--- config.mk ---
export PLATFORM = sky130hd
export DESIGN_NAME = fetch_stage
export DESIGN_NICKNAME = d
export VERILOG_FILES = /design/src/rtl/fetch_stage_pkg.sv /design/src/rtl/fetch_skid_buffer.sv /design/src/rtl/fetch_stage.sv
export SDC_FILE = /design/constraint.sdc
export NUM_CORES = 1
export LEC_CHECK = 0
export CELL_PAD_IN_SITES_DETAIL_PLACEMENT = 0
export CELL_PAD_IN_SITES_GLOBAL_PLACEMENT = 2
export CORE_AREA = 2 2 148 208
export DETAILED_ROUTE_END_ITERATION = 8
export DIE_AREA = 0 0 150 210
export PLACE_DENSITY_LB_ADDON = 0.15
export SKIP_LAST_GASP = 1
export SLEW_MARGIN = 30
export SYNTH_ARGS = -nofsm -noshare
export SYNTH_HDL_FRONTEND = slang
export SYNTH_HIERARCHICAL = 1
export SYNTH_SLANG_ARGS = --single-unit
--- constraint.sdc ---
create_clock -name i_clk -period 2.9 [get_ports i_clk]
set_input_delay 0.58 -clock i_clk [delete_from_list [all_inputs] [get_ports i_clk]]
set_output_delay 0.58 -clock i_clk [all_outputs]
set_load 0.05 [all_outputs]
--- src/rtl/fetch_stage_pkg.sv ---
// Shared definitions for the fetch stage: RV32 opcodes, the NOP filler encoding
// and the fetch FSM state encoding.
package fetch_stage_pkg;

  localparam logic [6:0] OPC_LOAD   = 7'b0000011;
  localparam logic [6:0] OPC_OPIMM  = 7'b0010011;
  localparam logic [6:0] OPC_STORE  = 7'b0100011;
  localparam logic [6:0] OPC_OP     = 7'b0110011;
  localparam logic [6:0] OPC_BRANCH = 7'b1100011;
  localparam logic [6:0] OPC_JALR   = 7'b1100111;

  // ADDI x0,x0,0
  localparam logic [31:0] NOP_ENC = {12'h000, 5'd0, 3'b000, 5'd0, OPC_OPIMM};

  typedef enum logic {
    FETCH    = 1'b0,
    BUFFERED = 1'b1
  } fetch_state_e;

  function automatic logic [31:0] word_align(input logic [31:0] a);
    return a & 32'hFFFF_FFFC;
  endfunction

endpackage

--- src/rtl/fetch_skid_buffer.sv ---
// One-entry holder for a fetched word (instr + pc) that arrived while IF/ID was stalled.
module fetch_skid_buffer (
  input  logic        i_clk,
  input  logic        i_rst,
  input  logic        i_load,
  input  logic        i_drain,
  input  logic        i_clear,
  input  logic [31:0] i_instr,
  input  logic [31:0] i_pc,
  output logic        o_valid,
  output logic [31:0] o_instr,
  output logic [31:0] o_pc
);

  logic        valid_q, valid_d;
  logic [31:0] instr_q, instr_d;
  logic [31:0] pc_q, pc_d;

  always_comb begin
    valid_d = valid_q;
    instr_d = instr_q;
    pc_d    = pc_q;
    if (i_clear) begin
      valid_d = 1'b0;
    end else if (i_load) begin
      valid_d = 1'b1;
      instr_d = i_instr;
      pc_d    = i_pc;
    end else if (i_drain) begin
      valid_d = 1'b0;
    end
  end

  always_ff @(posedge i_clk) begin
    if (i_rst) begin
      valid_q <= 1'b0;
      instr_q <= '0;
      pc_q    <= '0;
    end else begin
      valid_q <= valid_d;
      instr_q <= instr_d;
      pc_q    <= pc_d;
    end
  end

  assign o_valid = valid_q;
  assign o_instr = instr_q;
  assign o_pc    = pc_q;

endmodule

--- src/rtl/fetch_stage.sv ---
// Fetch stage + IF/ID register feeding data_hazard_unit.
// Optional STALL_COUNTER_EN adds a saturating bubble-cycle counter on o_stall_cycles.
module fetch_stage
  import fetch_stage_pkg::*;
#(
  parameter logic [31:0] RESET_PC  = 32'h0000_0000,
  parameter logic [31:0] NOP_INSTR = NOP_ENC
) (
  input  logic        i_clk,
  input  logic        i_rst,
  output logic        o_imem_req,
  output logic [31:0] o_imem_addr,
  input  logic        i_imem_ack,
  input  logic [31:0] i_imem_data,
  input  logic        i_stall,
  input  logic        i_redirect,
  input  logic [31:0] i_redirect_pc,
  output logic [31:0] o_if_id_instr,
  output logic [31:0] o_if_id_pc,
  output logic        o_if_id_valid,
  output logic [6:0]  o_opcode,
  output logic [4:0]  o_rs1,
  output logic [4:0]  o_rs2,
  output logic        o_bubble
`ifdef STALL_COUNTER_EN
  ,
  output logic [31:0] o_stall_cycles
`endif
);

  fetch_state_e state_q, state_d;
  logic [31:0]  pc_q, pc_d;
  logic [31:0]  addr_q, addr_d;
  logic         req_q, req_d;
  logic         drop_q, drop_d;
  logic [31:0]  instr_q, instr_d;
  logic [31:0]  ifpc_q, ifpc_d;
  logic         valid_q, valid_d;

  logic         skid_load, skid_drain, skid_clear, skid_valid;
  logic [31:0]  skid_instr, skid_pc;
  logic         ack;
  logic [31:0]  redir_pc;

  assign ack      = req_q & i_imem_ack;
  assign redir_pc = word_align(i_redirect_pc);

  fetch_skid_buffer u_skid (
    .i_clk   (i_clk),
    .i_rst   (i_rst),
    .i_load  (skid_load),
    .i_drain (skid_drain),
    .i_clear (skid_clear),
    .i_instr (i_imem_data),
    .i_pc    (pc_q),
    .o_valid (skid_valid),
    .o_instr (skid_instr),
    .o_pc    (skid_pc)
  );

  always_comb begin
    state_d    = state_q;
    pc_d       = pc_q;
    addr_d     = addr_q;
    req_d      = req_q;
    drop_d     = drop_q;
    instr_d    = instr_q;
    ifpc_d     = ifpc_q;
    valid_d    = valid_q;
    skid_load  = 1'b0;
    skid_drain = 1'b0;
    skid_clear = 1'b0;

    if (i_redirect) begin
      instr_d    = NOP_INSTR;
      valid_d    = 1'b0;
      skid_clear = 1'b1;
      pc_d       = redir_pc;
      state_d    = FETCH;
      req_d      = 1'b1;
      // An unacked request must complete at its original address; its data is dropped.
      if (req_q && !i_imem_ack) begin
        drop_d = 1'b1;
      end else begin
        drop_d = 1'b0;
        addr_d = redir_pc;
      end
    end else if (state_q == FETCH) begin
      req_d = 1'b1;
      if (!req_q) addr_d = pc_q;
      if (ack && drop_q) begin
        drop_d = 1'b0;
        addr_d = pc_q;
      end else if (ack && i_stall) begin
        skid_load = 1'b1;
        pc_d      = pc_q + 32'd4;
        addr_d    = pc_q + 32'd4;
        req_d     = 1'b0;
        state_d   = BUFFERED;
      end else if (ack) begin
        instr_d = i_imem_data;
        ifpc_d  = pc_q;
        valid_d = 1'b1;
        pc_d    = pc_q + 32'd4;
        addr_d  = pc_q + 32'd4;
      end
      // ID consumed the slot and nothing new arrived: leave an empty slot, not a repeat.
      if (!i_stall && !(ack && !drop_q)) begin
        instr_d = NOP_INSTR;
        valid_d = 1'b0;
      end
    end else if (!i_stall) begin
      instr_d    = skid_instr;
      ifpc_d     = skid_pc;
      valid_d    = skid_valid;
      skid_drain = 1'b1;
      state_d    = FETCH;
      req_d      = 1'b1;
      addr_d     = pc_q;
    end
  end

  always_ff @(posedge i_clk) begin
    if (i_rst) begin
      state_q <= FETCH;
      pc_q    <= RESET_PC;
      addr_q  <= RESET_PC;
      req_q   <= 1'b0;
      drop_q  <= 1'b0;
      instr_q <= NOP_INSTR;
      ifpc_q  <= '0;
      valid_q <= 1'b0;
    end else begin
      state_q <= state_d;
      pc_q    <= pc_d;
      addr_q  <= addr_d;
      req_q   <= req_d;
      drop_q  <= drop_d;
      instr_q <= instr_d;
      ifpc_q  <= ifpc_d;
      valid_q <= valid_d;
    end
  end

  assign o_imem_req    = req_q;
  assign o_imem_addr   = addr_q;
  assign o_if_id_instr = instr_q;
  assign o_if_id_pc    = ifpc_q;
  assign o_if_id_valid = valid_q;
  assign o_opcode      = instr_q[6:0];
  assign o_rs1         = instr_q[19:15];
  assign o_rs2         = instr_q[24:20];
  assign o_bubble      = i_stall & valid_q & ~i_rst;

`ifdef STALL_COUNTER_EN
  logic [31:0] stall_cnt_q, stall_cnt_d;

  always_comb begin
    stall_cnt_d = stall_cnt_q;
    if (o_bubble && stall_cnt_q != 32'hFFFF_FFFF) stall_cnt_d = stall_cnt_q + 32'd1;
  end

  always_ff @(posedge i_clk) begin
    if (i_rst) stall_cnt_q <= '0;
    else       stall_cnt_q <= stall_cnt_d;
  end

  assign o_stall_cycles = stall_cnt_q;
`endif

endmodule

======== Yosys cells after proc, flatten, opt, wreduce, memory -nomap -nowiden ========
Index checks and enable logic that the tools add are counted.
storage, ports and cells
  register bits after elaboration ......... 197
  bits of input ports ..................... 69
  output and inout bits ................... 116
  word-level logic and storage cells ...... 106
cells by class
  $add $sub $neg .......................... 1
  equal/unequal tests ..................... 10
  muxes and demuxes ....................... 51
  bitwise logic cells ..................... 8
  reduce and logical (&&, ||, !) cells .... 24
operators by type and width
  cell                     number
  $mux W32                 24
  $add A32 B3 Y32 const B  1
  $mux W1                  27
  $ne A2 B2 Y1 const B     6
  $reduce_and A3 Y1        3
  $reduce_bool A2 Y1       4
  $ne A3 B2 Y1 const B     2
  $ne A6 B3 Y1 const B     1
  $reduce_bool A3 Y1       2
  $logic_and A1 B1 Y1      5
  $not A1 Y1               5
  $reduce_and A5 Y1        1
  $logic_not A1 Y1         4
  $reduce_and A2 Y1        2
  $reduce_and A4 Y1        1
  $reduce_or A2 Y1         2
  $and A1 B1 Y1            3
  $ne A3 B3 Y1 const B     1

======== Depth between registers and ports, before layout ========
Gate-level depths: netlist of run 1.
  word-level depth ........................ 7
  gate-level depth with buffers ........... 9

======== Hierarchy ========
Netlist of run 1, hierarchy kept.
modules (own cells, without submodules)
  module             times used  cells an instance  area an instance (um^2)  seq. area each (um^2)
  fetch_stage        1           720                6073.3                   2562.5
  fetch_skid_buffer  1           296                3268.1                   1301.2

======== Worst setup path after synthesis of run 1 ========
OpenSTA, ideal clock, no wires.
  path kind ............................... reg-to-reg
  start point ............................. reg req_q, in the netlist o_imem_req
  end point ............................... reg addr_q[23], in the netlist o_imem_addr[23]
  data arrival time ....................... 2.296 ns
  required time ........................... 2.799 ns
  path slack .............................. 0.503 ns
  stages on the path, launching flop included .. 7
  period minus slack after synthesis ...... 2.397 ns
  cell sequence ........................... dfxtp_1 nand3b_1 or2_1 clkbuf_1 nor3_2 mux2_2 o41ai_1
between the ends
  word-level cells in the longest chain between the ends .. 6
  elaborated cells between the ends (all ways) .. 12
  classes of those cells .................. 2 x eq/ne; 5 x mux; 1 x bitwise; 4 x reduce/logical
RTL lines
  item                                             RTL line                               RTL
  start: declaration                               fetch_stage.sv:34                      logic req_q, req_d;
  start signal: assignment                         fetch_stage.sv:137                     req_q <= req_d;
  $and A1 B1 Y1                                    fetch_stage.sv:45                      assign ack = req_q & i_imem_ack;
  $mux W32 or $logic_and A1 B1 Y1 (tied branches)  fetch_stage.sv:100, fetch_stage.sv:94
  $mux W32                                         fetch_stage.sv:94                      end else if (ack && i_stall) begin
  $mux W32                                         fetch_stage.sv:91                      if (ack && drop_q) begin
  $mux W32                                         fetch_stage.sv:88                      end else if (state_q == FETCH) begin
  $mux W32                                         fetch_stage.sv:74                      if (i_redirect) begin
  end signal: assignment                           fetch_stage.sv:136                     addr_q <= addr_d;
  end: declaration                                 fetch_stage.sv:33                      logic [31:0] addr_q, addr_d;
Several ways; a longest one is shown, not always the timed one.
A chain may end at the register's enable or synchronous reset.

======== Worst setup path after layout of run 1 ========
  start point ............................. reg req_q, in the netlist o_imem_req
  end point ............................... out o_imem_req
RTL lines
  item              RTL line           RTL
  end: declaration  fetch_stage.sv:11  output logic o_imem_req,
No word-level cell between the ends.

==> results of run 1 <==
synthesized netlist by cell type, types with 3 or more instances:
| master | n | area, um^2 |
|---|---|---|
| sky130_fd_sc_hd__nand4bb_1 | 64 | 721 |
| sky130_fd_sc_hd__nor2_1 | 129 | 484 |
| sky130_fd_sc_hd__a22oi_1 | 31 | 233 |
| sky130_fd_sc_hd__o31ai_1 | 6 | 45.0 |
| sky130_fd_sc_hd__and3_1 | 5 | 31.3 |
| sky130_fd_sc_hd__o41ai_1 | 6 | 52.6 |
| sky130_fd_sc_hd__o21ai_0 | 6 | 30.0 |
| sky130_fd_sc_hd__mux2i_1 | 44 | 440 |
| sky130_fd_sc_hd__nor3_1 | 21 | 105 |
| sky130_fd_sc_hd__inv_1 | 9 | 33.8 |
| sky130_fd_sc_hd__buf_1 | 8 | 30.0 |
| sky130_fd_sc_hd__nand3_1 | 18 | 90.1 |
| sky130_fd_sc_hd__o21a_1 | 3 | 22.5 |
| sky130_fd_sc_hd__xor2_1 | 3 | 26.3 |
| sky130_fd_sc_hd__o21ai_1 | 4 | 20.0 |
| sky130_fd_sc_hd__a21oi_1 | 37 | 185 |
| sky130_fd_sc_hd__a211oi_1 | 32 | 240 |
| sky130_fd_sc_hd__o21ai_2 | 60 | 526 |
| sky130_fd_sc_hd__nor4_1 | 13 | 81.3 |
| sky130_fd_sc_hd__nand2_1 | 45 | 169 |
| sky130_fd_sc_hd__o211a_1 | 3 | 30.0 |
| sky130_fd_sc_hd__o22ai_1 | 19 | 119 |
| sky130_fd_sc_hd__a31oi_1 | 3 | 18.8 |
| sky130_fd_sc_hd__nand2b_1 | 74 | 463 |
| sky130_fd_sc_hd__clkbuf_1 | 47 | 176 |
| sky130_fd_sc_hd__o211ai_1 | 6 | 45.0 |
| sky130_fd_sc_hd__o31a_1 | 11 | 96.3 |
| sky130_fd_sc_hd__dfxtp_1 | 193 | 3860 |
| sky130_fd_sc_hd__nand4_1 | 7 | 43.8 |
| sky130_fd_sc_hd__buf_6 | 3 | 33.8 |
| sky130_fd_sc_hd__and2_1 | 4 | 25.0 |
| sky130_fd_sc_hd__buf_12 | 6 | 120 |
| sky130_fd_sc_hd__xnor2_1 | 9 | 78.8 |
| sky130_fd_sc_hd__buf_2 | 27 | 135 |
| sky130_fd_sc_hd__buf_4 | 21 | 158 |
report_power, final:
group | internal (W) | switching, W | total [W]
clock | 0.00135 | 0.00104 | 0.00239
combinational | 0.000369 | 0.000555 | 0.000925
sequential | 0.00274 | 0.0000927 | 0.00284
total | 0.00446 | 0.00169 | 0.00615
per-layer routing:
layer,routed length (um),GRT usage [%],share of wire (%),vias up
met5,0,0,0,-
met4,350,4.52,1.2,0
met3,1490,4.13,5.2,22
met2,14100,31.3,50,182
met1,12400,22.6,44,3716
li1,-,-,-,3889
stage by stage:
stage	instance area (um^2)	worst slack [ps]	util [%]	power, W
final	11900	551	40.1	0.00615
after global routing	11900	454	40.1	0.00640
after CTS	11900	514	40.1	0.00625
after detailed placement	11300	85.7	38.2	0.00383
after global placement	11300	119	38.2	0.00383
after floorplan	9350	503	-	0.00347
worst max path at each step:
stage	cells after the start	endpoint	slack [ps]
6_report	1	o_imem_req	550
5_1_grt	1	o_imem_req	450
4_1_cts	1	o_imem_req	510
3_5_place_dp	7	o_imem_addr[12]$_SDFFE_PP0P_	90
3_3_place_gp	7	o_imem_addr[12]$_SDFFE_PP0P_	120
2_1_floorplan	6	o_imem_addr[23]$_SDFFE_PP0P_	500
final cells by class:
type / instances / area (um^2) / share of cell area (%)
multi-input combinational: 703 / 4830 / 40.6
sequential: 193 / 3870 / 32.5
timing repair buffer: 214 / 2110 / 17.7
clock buffer: 23 / 488 / 4.10
tap: 385 / 482 / 4.05
clock inverter: 5 / 78.8 / 0.663
inverter: 10 / 37.5 / 0.316
kinds of logic (layout without fill, tap and decap cells):
family          count (synthesis)  in the layout  synth area share, %
compound gates                238            238                 18.8
xor+xnor                       12             12                 1.13
fa+ha+maj                       1              1                0.134
buf+inv                       123            252                 7.45
flops                         193            193                 41.4
mux                            47             47                 5.10
other cells                     1              4               0.0401
simple gates                  401            401                 25.9
registers in the layout (all words and copies together) (netlist names):
register / flops
pc_q: 30
o_if_id_valid: 1
o_imem_req: 1
u_skid/o_instr: 32
o_if_id_pc: 32
state_q: 1
u_skid/o_pc: 32
o_imem_addr: 30
u_skid/o_valid: 1
o_if_id_instr: 32
drop_q: 1
==> Implementation_results.wiki, run 1 <==
{| class="wikitable"
! Metric !! Value
|-
| Cts repair resizes || 0
|-
| Mean post-synth cell area || 9.19 um^2
|-
| Deepest clock path buffer count || 2
|-
| Die span in x || 150 um
|-
| Cell Count Post-Placement || 1,505
|-
| Commonest cells after routing, fill and taps aside || 192 x sky130_fd_sc_hd__dfxtp_1, 176 x sky130_fd_sc_hd__clkdlybuf4s50_1, 128 x sky130_fd_sc_hd__nor2_1
|-
| Startpoint of the most critical hold path || u_skid/o_instr[28]$_SDFFE_PP0P_
|-
| Number of port buffers || 180
|-
| Outcome || finished, final reports clean
|-
| Avg WL per Cell || 18.5 um
|-
| Post-layout minimum cycle time || approximately 2300 ps
|-
| Relative area change from synthesis to final layout || 27.3%
|-
| Via Count || 7,809
|-
| Number of hold violations in the final report || 0
|-
| Routability Congestion || 0.721
|-
| First-pass GRT wire length || 44.2 mm
|-
| Root buffer cell || sky130_fd_sc_hd__clkbuf_16
|-
| Overall global routing resource usage || 18.1%
|-
| Chip height || approximately 210 um
|-
| Max-cap violations || 0
|-
| Total overflow reported by the global router || 0
|-
| Initial antenna violation count || 0
|-
| Vias per cell || just over 5
|-
| Most frequent standard cell in the layout excluding fill and tap cells || sky130_fd_sc_hd__dfxtp_1
|-
| Number of core rows || 75
|-
| Level count of the clock H-tree || 4
|-
| Clock tree from TritonCTS || built
|-
| Hold Path Class || reg -> reg
|-
| Critical path startpoint || o_imem_req$_SDFFE_PP0P_
|-
| Critical path data required time || between 2000 and 2500 ps
|-
| Most frequently used flop master after synthesis || sky130_fd_sc_hd__dfxtp_1
|-
| Cell type of the slowest stage on the worst timing path || sky130_fd_sc_hd__clkdlybuf4s50_1
|-
| Die area || 31,500 um^2
|-
| Max transition margin || about 50%
|-
| Number of global-route vias before repair || 7,725
|-
| Worst Hold Path Cells || 2
|-
| HPWL after detailed placement || 18.2 mm
|-
| Max Fanout on Critical Path || 7
|-
| Ratio of total power to cell area || 517 nW/um^2
|-
| Count of flip-flops with a built-in enable after synthesis || 0
|-
| Clock network latency to the later pin of the worst-skew pair || approximately 440 ps
|-
| Setup Skew || between 9 and 10 ps
|-
| Number of synthesized register bits || ~190
|-
| Period utilisation layout || 81.0%
|-
| Number of iterations in the first detailed-routing pass || 5
|-
| Post-CTS Setup Inserts || 0
|-
| Post-route DRC violation count || 0
|-
| Number of max-slew violations in the final report || 0
|-
| Critical Path Sink Type || output port
|-
| Detailed router's first-iteration violation count || between 300 and 400
|-
| Post-synthesis sequential area ratio || 41.4%
|-
| Clock buffers created by TritonCTS || 17
|-
| Pin count of the biggest net entering global routing || 94
|-
| List of cells traversed by the critical path || clkdlybuf4s50_1
|-
| Sink Count || about 190
|-
| Biggest cell delay along the critical path || about 900 ps
|-
| Antenna cell count || 0
|-
| Leakage dissipation || 3.99 nW
|-
| Total Nets Final || 1,209
|-
| RSZ-0062 raised after global routing || false
|-
| Data arrival, critical path || between 1500 and 2000 ps
|-
| Warnings, synthesis || 6
|-
| Final sum of negative setup slack || 0 ps
|-
| Clock slew seen by the registers of the worst setup and hold paths || 70 ps
|-
| Largest vdd supply drop || 391 uV
|-
| Nature of the critical path startpoint || flop
|-
| DRT antenna net count || 0
|-
| Final setup violation count || 0
|-
| Worst hold slack across all endpoints || 468 ps
|-
| Number of cell instances on the worst register-to-register path || 7
|-
| Worst r2r src || pc_q[2]$_SDFFE_PP0P_
|-
| Cts hold-fix bufs || 0
|-
| Worst reg2reg setup slack || 640 ps
|-
| Endpoint of the worst-slack reg-to-reg timing path || o_imem_addr[12]$_SDFFE_PP0P_
|-
| Worst-Margin Slew || 756 ps
|-
| Worst Setup Path Type || reg -> out
|-
| Gate Count Post-Synth || 1,016
|-
| Number of buffers and inverters on the critical path || 1
|-
| Endpoint with the worst hold slack || u_skid/o_instr[28]$_SDFFE_PP0P_
|-
| Non-filler instance count after layout || 1,533
|-
| Fraction of registers with async set or reset after synthesis || 0%
|-
| DRT Wirelength || 28.3 mm
|-
| Ratio of cells with drive above 1 in the final layout || 12.2%
|-
| I/O pin cnt || ~190
|-
| Cell area after technology mapping || 9340 um^2
|-
| Initial standard-cell utilization of the core || 31.5%
|-
| Cell variety after synth || 64
|-
| Area inside the core boundary || 29,700 um^2
|-
| Fmax || between 400 and 500 MHz
|-
| Family with the most delay on the worst path || buffers and inverters
|-
| Fill cell count || slightly above 3,000
|}
Note: power is estimated with default switching activity, not from simulation.
==> run 2: changes to the inputs <==
==> constraint.sdc (replaced) <==
create_clock -name i_clk -period 2.3 [get_ports i_clk]
set_input_delay 0.46 -clock i_clk [delete_from_list [all_inputs] [get_ports i_clk]]
set_output_delay 0.46 -clock i_clk [all_outputs]
set_load 0.05 [all_outputs]
==> run 2 against run 1 <==
Flip-flop and latch count stayed put. Non-clock buffer count is 29 higher. Clock skew is 1.4 ps higher. Die area stayed put. Final cell count is 2.1% higher. Setup slack worse by 410 ps. Sequential power is 25% higher. First-iteration DRC count is 6.3% lower. Critical path type unchanged.
==> Implementation_results.wiki, run 2 (synthesized netlist as in run 1, its figures left out) <==
{| class="wikitable"
! Metric !! Value
|-
| Fmax || 464 MHz
|-
| Hold Path Class || in -> reg
|-
| Post-CTS Setup Inserts || 0 (unchanged)
|-
| Routability Congestion || 0.739 (+2.6%)
|-
| List of cells traversed by the critical path || clkdlybuf4s50_1
|-
| Relative area change from synthesis to final layout || 29.9%
|-
| Critical Path Sink Type || output port
|-
| Worst Setup Path Type || reg -> out
|-
| Max transition margin || 61.6% (+12 points)
|-
| Critical path data required time || 1840 ps (-480 ps)
|-
| Overall global routing resource usage || 18.0% (-0.056 points)
|-
| HPWL after detailed placement || 18.8 mm (+3.1%)
|-
| Max Fanout on Critical Path || 7 (unchanged)
|-
| Share of total power in combinational logic || 16.2% (+1.2 points)
|-
| Cell type of the slowest stage on the worst timing path || sky130_fd_sc_hd__clkdlybuf4s50_1
|-
| Deepest clock path buffer count || 2 (unchanged)
|-
| Setup Skew || 10.6 ps (+1.36 ps)
|-
| Via Count || 7,961 (+1.9%)
|-
| Die area || 31,500 um^2 (unchanged)
|-
| Data arrival, critical path || 1690 ps (-80 ps)
|-
| Worst-Margin Slew || 575 ps (-181 ps)
|-
| Ratio of total power to cell area || 629 nW/um^2 (+22%)
|-
| Clock slew seen by the registers of the worst setup and hold paths || 60 ps (about the same)
|-
| Post-layout minimum cycle time || 2150 ps
|-
| Number of global-route vias before repair || 7,686 (-0.50%)
|-
| Pin count of the biggest net entering global routing || 105 (+12%)
|-
| Most frequent standard cell in the layout excluding fill and tap cells || sky130_fd_sc_hd__dfxtp_1
|-
| Cts repair resizes || 0 (unchanged)
|-
| Largest vdd supply drop || 530 uV (+36%)
|-
| Root buffer cell || sky130_fd_sc_hd__clkbuf_16
|-
| Clock buffers created by TritonCTS || 17 (unchanged)
|-
| Commonest cells after routing, fill and taps aside || 191 x sky130_fd_sc_hd__dfxtp_1, 176 x sky130_fd_sc_hd__clkdlybuf4s50_1, 128 x sky130_fd_sc_hd__nor2_1
|-
| Family with the most delay on the worst path || buffers and inverters
|-
| Leakage dissipation || 4.14 nW (+3.8%)
|-
| Total Nets Final || 1,238 (+2.4%)
|-
| Die span in x || 150 um (unchanged)
|-
| Antenna cell count || 0 (unchanged)
|-
| Initial antenna violation count || 1 (+1)
|-
| Sequential fraction of design power || 46.5% (+0.4 points)
|-
| Number of buffers and inverters on the critical path || 1 (unchanged)
|-
| Vias per cell || 5.09 (-0.14%)
|-
| Cell-internal power || 0.00545 W (+22%)
|-
| Clock network latency to the later pin of the worst-skew pair || 450 ps (about the same)
|-
| RSZ-0062 raised after global routing || false
|-
| Net switching share of the total power || 28.6% (+1.1 points)
|-
| Nature of the critical path startpoint || flop
|-
| Instance area at placement || 11,600 um^2 (+2.4%)
|-
| Avg WL per Cell || 18.0 um (-2.5%)
|-
| Number of port buffers || 180 (unchanged)
|-
| Final Worst Setup Slack || 145 ps (-405 ps)
|-
| Number of max-slew violations in the final report || 0 (unchanged)
|-
| Level count of the clock H-tree || 4 (unchanged)
|-
| Post-route DRC violation count || 0 (unchanged)
|-
| Number of hold violations in the final report || 0 (unchanged)
|-
| Detailed router's first-iteration violation count || 374 (-6.3%)
|-
| Relative contribution of the clock network to total power || 37.3% (-1.6 points)
|-
| Placement-stage worst setup slack || -145 ps (-230 ps)
|-
| Fill cell count || 3,060 (+0.26%)
|-
| DRT antenna net count || 0 (unchanged)
|-
| Biggest cell delay along the critical path || 860 ps (-40 ps)
|-
| Max-cap violations || 0 (unchanged)
|-
| First-pass GRT wire length || 43.8 mm (-0.92%)
|-
| Total non-filler cell area in the finished layout || 12,100 um^2 (+2.1%)
|-
| Final setup violation count || 0 (unchanged)
|-
| Initial standard-cell utilization of the core || 31.5% (unchanged)
|-
| Clock tree from TritonCTS || built
|-
| Sink Count || 193 (unchanged)
|-
| Sw Pwr || 0.00218 W (+29%)
|-
| Ratio of cells with drive above 1 in the final layout || 14.7% (+2.6 points)
|-
| DRT Wirelength || 28.2 mm (-0.48%)
|-
| Number of iterations in the first detailed-routing pass || 6 (+1)
|-
| Cts hold-fix bufs || 0 (unchanged)
|-
| Total overflow reported by the global router || 0 (unchanged)
|-
| I/O pin cnt || 185 (unchanged)
|-
| Outcome || finished, final reports clean
|-
| Chip height || 210 um (unchanged)
|-
| Number of core rows || 75 (unchanged)
|-
| Period utilisation layout || 93.7%
|-
| Area inside the core boundary || 29,700 um^2 (unchanged)
|}
-- run 2: worst paths after layout --
path,startpoint,endpoint,slack [ps],cells past startpoint
setup reg to reg,pc_q[2]$_SDFFE_PP0P_,o_imem_addr[12]$_SDFFE_PP0P_,210,8
hold reg to reg,o_imem_addr[9]$_SDFFE_PP0P_,o_imem_addr[9]$_SDFFE_PP0P_,460,2
setup / recovery,o_imem_req$_SDFFE_PP0P_,o_imem_req,150,1
hold / removal,i_rst,o_imem_req$_SDFFE_PP0P_,280,2
-- run 2: stage by stage --
stage | hold WS [ps] | cells | TNS, ps | util [%] | power [W]
after floorplan | 442 | 1019 | 0 | - | 0.00437
after global placement | 448 | 1534 | -9450 | 39.1 | 0.00488
after detailed placement | 453 | 1534 | -9470 | 39.1 | 0.00488
after CTS | 254 | 1565 | 0 | 40.9 | 0.00777
after global routing | 273 | 1565 | 0 | 40.9 | 0.00797
final | 279 | 1565 | 0 | 40.9 | 0.00764
-- run 2: power by group through the flow --
stage | registers [W] | clock network, W | logic [W]
global placement | 0.00363 | 0 | 0.00125
finish | 0.00356 | 0.00285 | 0.00123
CTS | 0.00356 | 0.00296 | 0.00125
floorplan | 0.00386 | 0 | 0.000509
detailed placement | 0.00363 | 0 | 0.00125
global route | 0.00357 | 0.00307 | 0.00133
-- run 2: routing by layer --
| layer | GRT usage (%) | up-vias | part of all wire, % |
|---|---|---|---|
| met4 | 6.54 | 2 | 1.9 |
| met2 | 30.5 | 200 | 49 |
| li1 | - | 3956 | - |
| met5 | 0 | - | 0.028 |
| met3 | 4.13 | 28 | 5.5 |
| met1 | 22.2 | 3775 | 44 |
-- run 2: area by class of cell --
cell class,count,area [um^2],share of cell area [%]
multi-input combinational,703,4830,39.8
inverter,10,37.5,0.309
timing repair buffer,243,2370,19.6
tap,385,482,3.97
sequential,193,3870,31.9
clock buffer,22,484,3.99
clock inverter,9,57.6,0.474
